<file path="config.mk">
export PLATFORM = sky130hd
export DESIGN_NAME = lsu_ctrl_flat
export DESIGN_NICKNAME = d
export VERILOG_FILES = /design/src/rtl/lsu_pkg.sv /design/src/rtl/lsu_if.sv /design/src/rtl/lsu_align.sv /design/src/rtl/lsu_ctrl.sv /design/src/flat_wrapper.sv
export SDC_FILE = /design/constraint.sdc
export NUM_CORES = 1
export LEC_CHECK = 0
export ABC_AREA = 1
export BUFFER_PORTS_ARGS = -buffer_cell sky130_fd_sc_hd__buf_4
export CAP_MARGIN = 20
export CORE_MARGIN = 8
export CORE_UTILIZATION = 55
export CTS_CLUSTER_DIAMETER = 60
export DETAILED_ROUTE_END_ITERATION = 16
export MAX_ROUTING_LAYER = met4
export PLACE_DENSITY = 0.81
export SLEW_MARGIN = 20
export SYNTH_ARGS = -nofsm -noshare
export SYNTH_HDL_FRONTEND = slang
export SYNTH_SLANG_ARGS = --single-unit
</file>
<file path="constraint.sdc">
create_clock -name clk -period 3.7 [get_ports clk]
set_clock_uncertainty 0.1 [all_clocks]
set_input_delay 0.555 -clock clk [delete_from_list [all_inputs] [get_ports clk]]
set_output_delay 0.555 -clock clk [all_outputs]
set_load 0.01 [all_outputs]
</file>
<file path="src/rtl/lsu_pkg.sv">
// Shared types, funct3 codes and size decode for the load/store unit.
package lsu_pkg;

  localparam int unsigned DATA_W = 32;

  typedef enum logic [1:0] {
    IDLE = 2'd0,
    RD   = 2'd1,
    WR   = 2'd2,
    RESP = 2'd3
  } lsu_state_e;

  typedef enum logic [1:0] {
    SZ_B   = 2'd0,
    SZ_H   = 2'd1,
    SZ_W   = 2'd2,
    SZ_BAD = 2'd3
  } lsu_size_e;

  localparam logic [2:0] F3_B  = 3'b000;
  localparam logic [2:0] F3_H  = 3'b001;
  localparam logic [2:0] F3_W  = 3'b010;
  localparam logic [2:0] F3_BU = 3'b100;
  localparam logic [2:0] F3_HU = 3'b101;

  // Request fields held for the duration of one access (address kept apart, it is parameterised).
  typedef struct packed {
    logic              we;
    logic [2:0]        funct3;
    logic [DATA_W-1:0] wdata;
  } lsu_req_t;

  // Access size from funct3; unsupported encodings map to SZ_BAD.
  function automatic lsu_size_e size_of(input logic [2:0] f3);
    lsu_size_e sz;
    case (f3)
      F3_B, F3_BU: sz = SZ_B;
      F3_H, F3_HU: sz = SZ_H;
      F3_W:        sz = SZ_W;
      default:     sz = SZ_BAD;
    endcase
    return sz;
  endfunction

endpackage

</file>
<file path="src/rtl/lsu_if.sv">
// Pipeline request/response and dmem word port bundled for lsu_ctrl.
interface lsu_if #(
  parameter int unsigned ADDR_W = 32
) ();

  logic              req_valid;
  logic              req_ready;
  logic              req_we;
  logic [2:0]        req_funct3;
  logic [ADDR_W-1:0] req_addr;
  logic [31:0]       req_wdata;
  logic              resp_valid;
  logic [31:0]       resp_rdata;
  logic              resp_err;
  logic              mem_is_load;
  logic              mem_is_store;
  logic [31:0]       mem_addr;
  logic [31:0]       mem_store_data;
  logic [31:0]       mem_load_data;

  // Pipeline and dmem side
  modport master (
    output req_valid, req_we, req_funct3, req_addr, req_wdata, mem_load_data,
    input  req_ready, resp_valid, resp_rdata, resp_err,
    input  mem_is_load, mem_is_store, mem_addr, mem_store_data
  );

  // Load/store unit side
  modport slave (
    input  req_valid, req_we, req_funct3, req_addr, req_wdata, mem_load_data,
    output req_ready, resp_valid, resp_rdata, resp_err,
    output mem_is_load, mem_is_store, mem_addr, mem_store_data
  );

endinterface

</file>
<file path="src/rtl/lsu_align.sv">
// Combinational lane logic: load extract/extend, sub-word store merge and,
// when LSU_MISALIGN_TRAP_EN is defined, misalignment detect.
module lsu_align
  import lsu_pkg::*;
(
  input  logic [1:0]  addr_lo,
  input  logic [2:0]  funct3,
  input  logic [31:0] load_word,
  input  logic [31:0] wdata,
  output logic [31:0] load_ext,
  output logic [31:0] store_word
`ifdef LSU_MISALIGN_TRAP_EN
  ,
  output logic        misalign
`endif
);

  lsu_size_e   size;
  logic        is_signed;
  logic [7:0]  byte_v;
  logic [15:0] half_v;

  assign size      = size_of(funct3);
  assign is_signed = ~funct3[2];

  // Select the addressed lane of the loaded word and extend it.
  // Halfword lane uses addr[1] only, so a stray addr[0] is naturally ignored.
  always_comb begin
    byte_v   = load_word[{addr_lo, 3'b000} +: 8];
    half_v   = addr_lo[1] ? load_word[31:16] : load_word[15:0];
    load_ext = '0;
    case (size)
      SZ_B:    load_ext = {{24{is_signed & byte_v[7]}}, byte_v};
      SZ_H:    load_ext = {{16{is_signed & half_v[15]}}, half_v};
      SZ_W:    load_ext = load_word;
      default: load_ext = '0;
    endcase
  end

  // Replace the addressed byte/halfword of the old word, keep the other lanes.
  always_comb begin
    store_word = load_word;
    case (size)
      SZ_B: store_word[{addr_lo, 3'b000} +: 8] = wdata[7:0];
      SZ_H: begin
        if (addr_lo[1]) store_word[31:16] = wdata[15:0];
        else            store_word[15:0]  = wdata[15:0];
      end
      SZ_W:    store_word = wdata;
      default: store_word = load_word;
    endcase
  end

`ifdef LSU_MISALIGN_TRAP_EN
  // Halfword needs addr[0]=0, word needs addr[1:0]=0.
  always_comb begin
    misalign = 1'b0;
    case (size)
      SZ_H:    misalign = addr_lo[0];
      SZ_W:    misalign = |addr_lo;
      default: misalign = 1'b0;
    endcase
  end
`endif

endmodule

</file>
<file path="src/rtl/lsu_ctrl.sv">
// Load/store unit in front of a word-only dmem: sequences reads, writes and
// read-modify-write for sub-word stores. Optional LSU_MISALIGN_TRAP_EN turns
// misaligned halfword/word accesses into error responses instead of aligning.
module lsu_ctrl
  import lsu_pkg::*;
#(
  parameter int unsigned MEM_RD_LAT = 1,
  parameter int unsigned ADDR_W     = 32
) (
  input logic   clk,
  input logic   rst_n,
  lsu_if.slave  bus
);

  localparam int unsigned     CNT_W    = (MEM_RD_LAT > 1) ? $clog2(MEM_RD_LAT) : 1;
  localparam logic [CNT_W-1:0] CNT_INIT = CNT_W'(MEM_RD_LAT - 1);

  lsu_state_e        state, state_n;
  logic [CNT_W-1:0]  cnt, cnt_n;
  lsu_req_t          req_q;
  logic [ADDR_W-1:0] addr_q;
  logic [31:0]       wr_word_q;
  logic              ready_q;
  logic              resp_valid_q;
  logic [31:0]       resp_rdata_q;

  logic              accept;
  logic              reject;
  lsu_size_e         acc_size;
  logic [1:0]        sel_addr_lo;
  logic [2:0]        sel_funct3;
  logic [31:0]       load_ext;
  logic [31:0]       store_word;

  assign accept   = bus.req_valid & ready_q;
  assign acc_size = size_of(bus.req_funct3);

  // Lane logic looks at the incoming request in IDLE, the held one afterwards.
  assign sel_addr_lo = (state == IDLE) ? bus.req_addr[1:0] : addr_q[1:0];
  assign sel_funct3  = (state == IDLE) ? bus.req_funct3    : req_q.funct3;

`ifdef LSU_MISALIGN_TRAP_EN
  logic misalign;
  logic err_q;

  lsu_align u_align (
    .addr_lo    (sel_addr_lo),
    .funct3     (sel_funct3),
    .load_word  (bus.mem_load_data),
    .wdata      (req_q.wdata),
    .load_ext   (load_ext),
    .store_word (store_word),
    .misalign   (misalign)
  );

  assign reject = (acc_size == SZ_BAD) | misalign;
`else
  lsu_align u_align (
    .addr_lo    (sel_addr_lo),
    .funct3     (sel_funct3),
    .load_word  (bus.mem_load_data),
    .wdata      (req_q.wdata),
    .load_ext   (load_ext),
    .store_word (store_word)
  );

  assign reject = (acc_size == SZ_BAD);
`endif

  // State and read-latency counter.
  always_ff @(posedge clk or negedge rst_n) begin
    if (!rst_n) begin
      state <= IDLE;
      cnt   <= '0;
    end else begin
      state <= state_n;
      cnt   <= cnt_n;
    end
  end

  // Next state: reads hold RD for MEM_RD_LAT cycles, sub-word stores continue into WR.
  always_comb begin
    state_n = state;
    cnt_n   = cnt;
    case (state)
      IDLE: begin
        if (accept) begin
          if (reject) begin
            state_n = RESP;
          end else if (bus.req_we && (acc_size == SZ_W)) begin
            state_n = WR;
          end else begin
            state_n = RD;
            cnt_n   = CNT_INIT;
          end
        end
      end
      RD: begin
        if (cnt == '0) state_n = req_q.we ? WR : RESP;
        else           cnt_n   = cnt - CNT_W'(1);
      end
      WR:      state_n = RESP;
      RESP:    state_n = IDLE;
      default: state_n = IDLE;
    endcase
  end

  // Capture the request at the accept edge.
  always_ff @(posedge clk or negedge rst_n) begin
    if (!rst_n) begin
      req_q  <= '0;
      addr_q <= '0;
    end else if (accept) begin
      req_q  <= '{we: bus.req_we, funct3: bus.req_funct3, wdata: bus.req_wdata};
      addr_q <= bus.req_addr;
    end
  end

  // Word to write: full store data for SW, merged read word for SB/SH.
  always_ff @(posedge clk or negedge rst_n) begin
    if (!rst_n) begin
      wr_word_q <= '0;
    end else if (accept) begin
      wr_word_q <= bus.req_wdata;
    end else if ((state == RD) && (state_n == WR)) begin
      wr_word_q <= store_word;
    end
  end

  // Registered handshake and response outputs.
  always_ff @(posedge clk or negedge rst_n) begin
    if (!rst_n) begin
      ready_q      <= 1'b0;
      resp_valid_q <= 1'b0;
      resp_rdata_q <= '0;
    end else begin
      ready_q      <= (state_n == IDLE);
      resp_valid_q <= (state_n == RESP);
      resp_rdata_q <= ((state == RD) && (state_n == RESP)) ? load_ext : '0;
    end
  end

`ifdef LSU_MISALIGN_TRAP_EN
  // Only rejected requests jump straight from IDLE to RESP.
  always_ff @(posedge clk or negedge rst_n) begin
    if (!rst_n) err_q <= 1'b0;
    else        err_q <= (state == IDLE) && (state_n == RESP);
  end

  assign bus.resp_err = err_q;
`else
  assign bus.resp_err = 1'b0;
`endif

  assign bus.req_ready  = ready_q;
  assign bus.resp_valid = resp_valid_q;
  assign bus.resp_rdata = resp_rdata_q;

  // dmem strobes decoded from registered state; reset drops them immediately.
  assign bus.mem_is_load    = (state == RD);
  assign bus.mem_is_store   = (state == WR);
  assign bus.mem_addr       = ((state == RD) || (state == WR)) ? 32'(addr_q[ADDR_W-1:2]) : '0;
  assign bus.mem_store_data = (state == WR) ? wr_word_q : '0;

endmodule

</file>
<file path="src/flat_wrapper.sv">
// flat-port wrapper written by rule: the top's interface ports become plain ports
module lsu_ctrl_flat import lsu_pkg::*;
#(
  parameter int unsigned MEM_RD_LAT = 1,
  parameter int unsigned ADDR_W     = 32
)
  (clk, rst_n, bus_req_valid, bus_req_we, bus_req_funct3, bus_req_addr, bus_req_wdata, bus_mem_load_data, bus_req_ready, bus_resp_valid, bus_resp_rdata, bus_resp_err, bus_mem_is_load, bus_mem_is_store, bus_mem_addr, bus_mem_store_data);
  lsu_if #(.ADDR_W(ADDR_W)) bus_i ();
  input logic clk;
  input logic rst_n;
  input wire logic [$bits(bus_i.req_valid)-1:0] bus_req_valid;
  input wire logic [$bits(bus_i.req_we)-1:0] bus_req_we;
  input wire logic [$bits(bus_i.req_funct3)-1:0] bus_req_funct3;
  input wire logic [$bits(bus_i.req_addr)-1:0] bus_req_addr;
  input wire logic [$bits(bus_i.req_wdata)-1:0] bus_req_wdata;
  input wire logic [$bits(bus_i.mem_load_data)-1:0] bus_mem_load_data;
  output wire logic [$bits(bus_i.req_ready)-1:0] bus_req_ready;
  output wire logic [$bits(bus_i.resp_valid)-1:0] bus_resp_valid;
  output wire logic [$bits(bus_i.resp_rdata)-1:0] bus_resp_rdata;
  output wire logic [$bits(bus_i.resp_err)-1:0] bus_resp_err;
  output wire logic [$bits(bus_i.mem_is_load)-1:0] bus_mem_is_load;
  output wire logic [$bits(bus_i.mem_is_store)-1:0] bus_mem_is_store;
  output wire logic [$bits(bus_i.mem_addr)-1:0] bus_mem_addr;
  output wire logic [$bits(bus_i.mem_store_data)-1:0] bus_mem_store_data;
  assign bus_i.req_valid = bus_req_valid;
  assign bus_i.req_we = bus_req_we;
  assign bus_i.req_funct3 = bus_req_funct3;
  assign bus_i.req_addr = bus_req_addr;
  assign bus_i.req_wdata = bus_req_wdata;
  assign bus_i.mem_load_data = bus_mem_load_data;
  assign bus_req_ready = bus_i.req_ready;
  assign bus_resp_valid = bus_i.resp_valid;
  assign bus_resp_rdata = bus_i.resp_rdata;
  assign bus_resp_err = bus_i.resp_err;
  assign bus_mem_is_load = bus_i.mem_is_load;
  assign bus_mem_is_store = bus_i.mem_is_store;
  assign bus_mem_addr = bus_i.mem_addr;
  assign bus_mem_store_data = bus_i.mem_store_data;
  lsu_ctrl #(.MEM_RD_LAT(MEM_RD_LAT), .ADDR_W(ADDR_W)) u_core (.clk(clk), .rst_n(rst_n), .bus(bus_i));
endmodule
</file>
# After elaboration in Yosys (flattened, before gate mapping)
# Cells that the tools add are included.
# totals
inputBits	103
word_cells	81
regBits	137
# op_classes
n_shift	3
addsub	2
n_mux	26
n_bitwise	4
n_eq_ne	20
n_reduce_logical	16
# op_table
operator	n
32-bit case mux with 3 select lines	2
32-bit 2-to-1 mux	4
16-bit 2-to-1 mux	3
32-bit bitwise mux	1
8-bit by 7-bit variable shift with 32-bit output (first input constant)	1
32-bit by 6-bit indexed part select with 8-bit output	1
8-bit by 7-bit indexed part select with 32-bit output	1
30-bit 2-to-1 mux	1
2-bit == test (second input constant)	7
3-bit == test (second input constant)	4
2-bit case mux with 3 select lines	2
2-bit 2-to-1 mux	5
2-bit case mux with 4 select lines	1
2-bit OR reduction	4
5-bit negator with 7-bit output	1
3-bit by 1-bit == test with 1-bit output (second input constant)	2
3-bit by 2-bit == test with 1-bit output (second input constant)	2
2-bit logical NOT	3
3-bit logical NOT	2
1-bit 2-to-1 mux	5
2-bit by 1-bit == test with 1-bit output (second input constant)	2
2-bit inequality test (second input constant)	2
4-bit AND reduction	1
2-bit nonzero test	2
other kinds (8)	12

# Depth between registers and ports, before layout
# logic_depth
depth_word	13
depth_mapped	20
ltp_nobuf	16

# By module
# Synthesis repeated with hierarchy kept, for this count alone.
# unflattened
hier_cells	1340
area_unflattened_um2	8493.1
# by_module_without_submodules
module	seq_area_each_um2	n_inst	cells_each	area_per_inst_um2
lsu_ctrl	3403.3	1	770	5964.5
lsu_align	0.0	1	570	2528.7

# Worst setup path before layout
# Ideal clock, no wire load.
# synth_path
path_kind	reg-to-reg
startpoint	register u_core.state[0]
endpoint	register u_core.wr_word_q[22]
path_slack_ns	0.933
arrival_time_ns	2.550
path_stages_with_launch	21
path_buffers	5
setup_ns	0.117
required_time_ns	3.483
cell_sequence	dfrtp_1 > inv_1 > ha_1 > buf_6 > inv_8 > nand2_4 > nand2_4 > buf_2 > buf_2 > ha_1 > clkbuf_1 > clkbuf_1 > nor3_1 > nand2_1 > nand2_1 > nand2_1 > nand2_1 > o21bai_1 > nand2_1 > nand2_1 > nand2_1
# synth_between
elab_chain_len	9
# synth_rtl
element	line_no	source
start: declaration	lsu_ctrl.sv:18	lsu_state_e state, state_n;
start signal: assignment	lsu_ctrl.sv:76	state <= state_n;
branches (longest 9 deep; another with 5-bit negator with 7-bit output)	n/a	
end signal: assignment	lsu_ctrl.sv:124	wr_word_q <= bus.req_wdata;
end signal: assignment	lsu_ctrl.sv:126	wr_word_q <= store_word;
end: declaration	lsu_ctrl.sv:22	logic [31:0] wr_word_q;
# Parallel ways; which one is timed is not known. The select of a mux whose other input is x is not followed.
# A chain may end at the register's enable or synchronous reset.

# Worst setup path in the final report
# layout_path
startpoint	register u_core.state[1]
endpoint	register u_core.wr_word_q[14]
# Same word-level chain as after synthesis.

==> flow_summary.toml <==
[timing]
worst_slew_margin_rel_pct = 43.1
worstMarginPinSlew_ns = 0.854
final.setup.tns_ns = 0
final_min_period_over_clock_period_pct = 84.0
fin_ws_ns = 0.591
hold_viol = 0
highest_clock_rate_ghz = 0.322
maxSlewViolCount = 0
grt_setup_unrepaired = "false"
final.min_clock_period_ns = 3.11
setup_viol_count_final = 0
finalHoldWorstSlack_ns = 0.0319

[placement]
port_buffers = 200
detailedPlace.worstSlack_ns = 0.695
globalplace.congestion = 0.977
placed_cell_area_um2 = 10000
hpwl_mm = 19.6

[synthesis]
synth_flop_cell = "dfrtp_1"
seq_area_frac_synth_pct = 40.1
yosysUniqueCellTypes = 35
yosysMostFrequentCell = "nand2_1"
synthTopCellsByCount = "nand2_1 (542), dfrtp_1 (136), inv_1 (123), nand3_1 (113), nor2_1 (91)"
synth.top_cell.area_share_pct = 40.1
yosys_warnings = 0
syn-mean-instance-area_um2 = 6.63
synth_enable_flop_cells = 0
netlist_instances = 1281
synth_largest_area_cell = "dfrtp_1"
ys_seq_elements = 136
cell_area_after_synthesis_um2 = 8500
synth_area_leaders = "dfrtp_1 (40%), nand2_1 (24%), nand3_1 (6.7%)"
async_flop_share_pct = 100

[power]
power.share.clock_pct = 15.3
peak_supply_drop_uv = 514
sequentialPowerShare_pct = 23.2
switchingPower_mw = 5.14
power_per_cell_area_nw_per_um2 = 977
leakage_nw = 6.08
power.switching_fraction_pct = 50.0
pwr-share-comb_pct = 61.5
power.internal_mw = 5.15

[setup_path]
worst-endpoint-required_ns = 3.97
setup.reg_to_reg.worst_slack_ns = 0.59
r2r_start = "u_core.state[1]"
cp_data_arrival_time_ns = 3.38
regToRegEndpoint = "u_core.wr_word_q[14]"
crit_path_end_kind = "register"
path_class = "reg -> reg"
startpoint_type = "register"
worstPathMaxFanout = 16
r2r_cells = 16

[routing]
first_iter_violations = 868
route.vias.total = 8978
viasPerCell = 5.48
ant_nets = 0
wirelength_mm = 27.3
drc = 0
routedWlPerCell_um = 16.7
detail_route.first_pass.iterations = 5

[clocking]
cts_max_path_buffers = 2
ctsRootBufferMaster = "clkbuf_16"
cts_buffers = 17
cts_hold_buffers = 0
ctsResizeCount = 0
tritoncts = "done"
cts_num_sinks = 136
clock_insertion_delay_worst_skew_ns = 0.43
post-cts-setup-buffers = 0
depth_of_the_cts_h_tree = 4
clk_transition_reported_paths_ns = 0.06

[run]
cap_violations = 0

[global_route]
first_global_vias = 8837
maximum_number_of_pins_on_one_net_before_global_route_repair = 83
antenna_found_initial = 0
first_pass_grt_wire_length_mm = 44.4
grtUsageTotal_pct = 28.7
global_route.overflow_total = 0

[floorplanning]
initial_utilization_pct = 56.1
boundaryPins = 204
num_rows = 45
placeableCoreArea_um2 = 15100
dieWidth_um = 140
die_height_um = 140
design.die.area_um2 = 19700

[finish]
insertedDiodeCount = 0
area_growth_pct = 23.9
total_number_of_nets_in_the_final_design = 1549
fill_cells = 1328
layout_cells_sized_above_1_pct = 19.2
layout.core_utilization_pct = 69.5
post-route-cell-area_um2 = 10500

[outcome]
status = "finished, final reports clean"

[min_path]
worstHoldPathType = "in -> async"
==> metrics by stage <==
step / instances / total power [mW]
after global placement: 1609 / 8.55
after floorplan: 1283 / 6.81
after detailed placement: 1609 / 8.64
after global routing: 1637 / 11.2
final: 1637 / 10.3
after CTS: 1637 / 10.2
==> worst max-delay path, cell delays in order (launching register included) <==
cell and delay (ns):
dfrtp_1 0.38, inv_1 0.11, ha_1 0.44, nand2_1 0.17, nand2_4 0.11, inv_2 0.12
ha_1 0.45, buf_4 0.24, nor3_1 0.38, nand2_1 0.10, nand2_1 0.08, nand2_1 0.06
nand4_1 0.06, nand2_1 0.05, nand2_1 0.07, nand2_1 0.05, nand2_1 0.06
==> worst max path at each step <==
stage / from / endpoint / depth (start not counted)
2_1_floorplan: u_core.state[0] / u_core.wr_word_q[22] / 20
3_3_place_gp: u_core.state[0] / u_core.wr_word_q[14] / 16
3_5_place_dp: u_core.state[1] / u_core.wr_word_q[14] / 16
4_1_cts: u_core.state[1] / u_core.wr_word_q[14] / 16
5_1_grt: u_core.state[1] / u_core.wr_word_q[14] / 16
6_report: u_core.state[1] / u_core.wr_word_q[14] / 16
==> flip-flops by register name (all words and copies together) (netlist names) <==
register and count:
u_core.bus.req_ready 1, u_core.bus.resp_rdata 32, u_core.req_q 36, u_core.state 2
u_core.wr_word_q 32, u_core.bus.resp_valid 1, u_core.addr_q 32
==> per-layer routing <==
metal | routed length (um) | track usage [%] | up-vias
met1 | 11800 | 36.6 | 4184
met4 | 600 | 10.2 | 0
met3 | 2670 | 8.39 | 57
li1 | - | - | 4309
met5 | 0 | - | -
met2 | 12200 | 42.8 | 428
==> placed cells by master (no fill, tap or decap), types with 6 or more instances in the layout <==
| cell type | n |
|---|---|
| a21boi_0 | 9 |
| a21oi_1 | 54 |
| buf_4 | 217 |
| clkbuf_16 | 17 |
| dfrtp_1 | 136 |
| ha_1 | 6 |
| inv_1 | 122 |
| nand2_1 | 541 |
| nand2_4 | 11 |
| nand3_1 | 113 |
| nand4_1 | 24 |
| nor2_1 | 91 |
| nor3_1 | 8 |
| o21ai_0 | 37 |
| o21bai_1 | 8 |
==> cell type report <==
cell class              count  area, um^2  area share (%)
multi-input cells         939        4200            39.9
flip-flops and latches    136        3400            32.3
repair buffers            220        1680            16.0
inverters                 126         480            4.56
clock buffers              19         453            4.30
well taps                 188         235            2.23
clock inverters             9        80.1           0.760
==> power groups by stage <==
stage | Combinational (mW) | Clock, mW | Sequential [mW]
final | 6.33 | 1.57 | 2.39
after detailed placement | 6.26 | 0 | 2.38
after global placement | 6.17 | 0 | 2.38
after global routing | 7.07 | 1.65 | 2.45
after floorplan | 4.48 | 0 | 2.33
after CTS | 6.28 | 1.58 | 2.38
==> kinds of logic (layout without fill, tap and decap cells) <==
kind of cell    after synthesis  after routing  share of synthesized area [%]
flops                       136            136                           40.1
simple gates                798            798                           39.4
other cells                   1              3                         0.0441
buf+inv                     208            374                           10.7
compound gates              132            132                           8.92
fa+ha+maj                     6              6                          0.883
No activity file was read; power rests on OpenSTA's default activity.
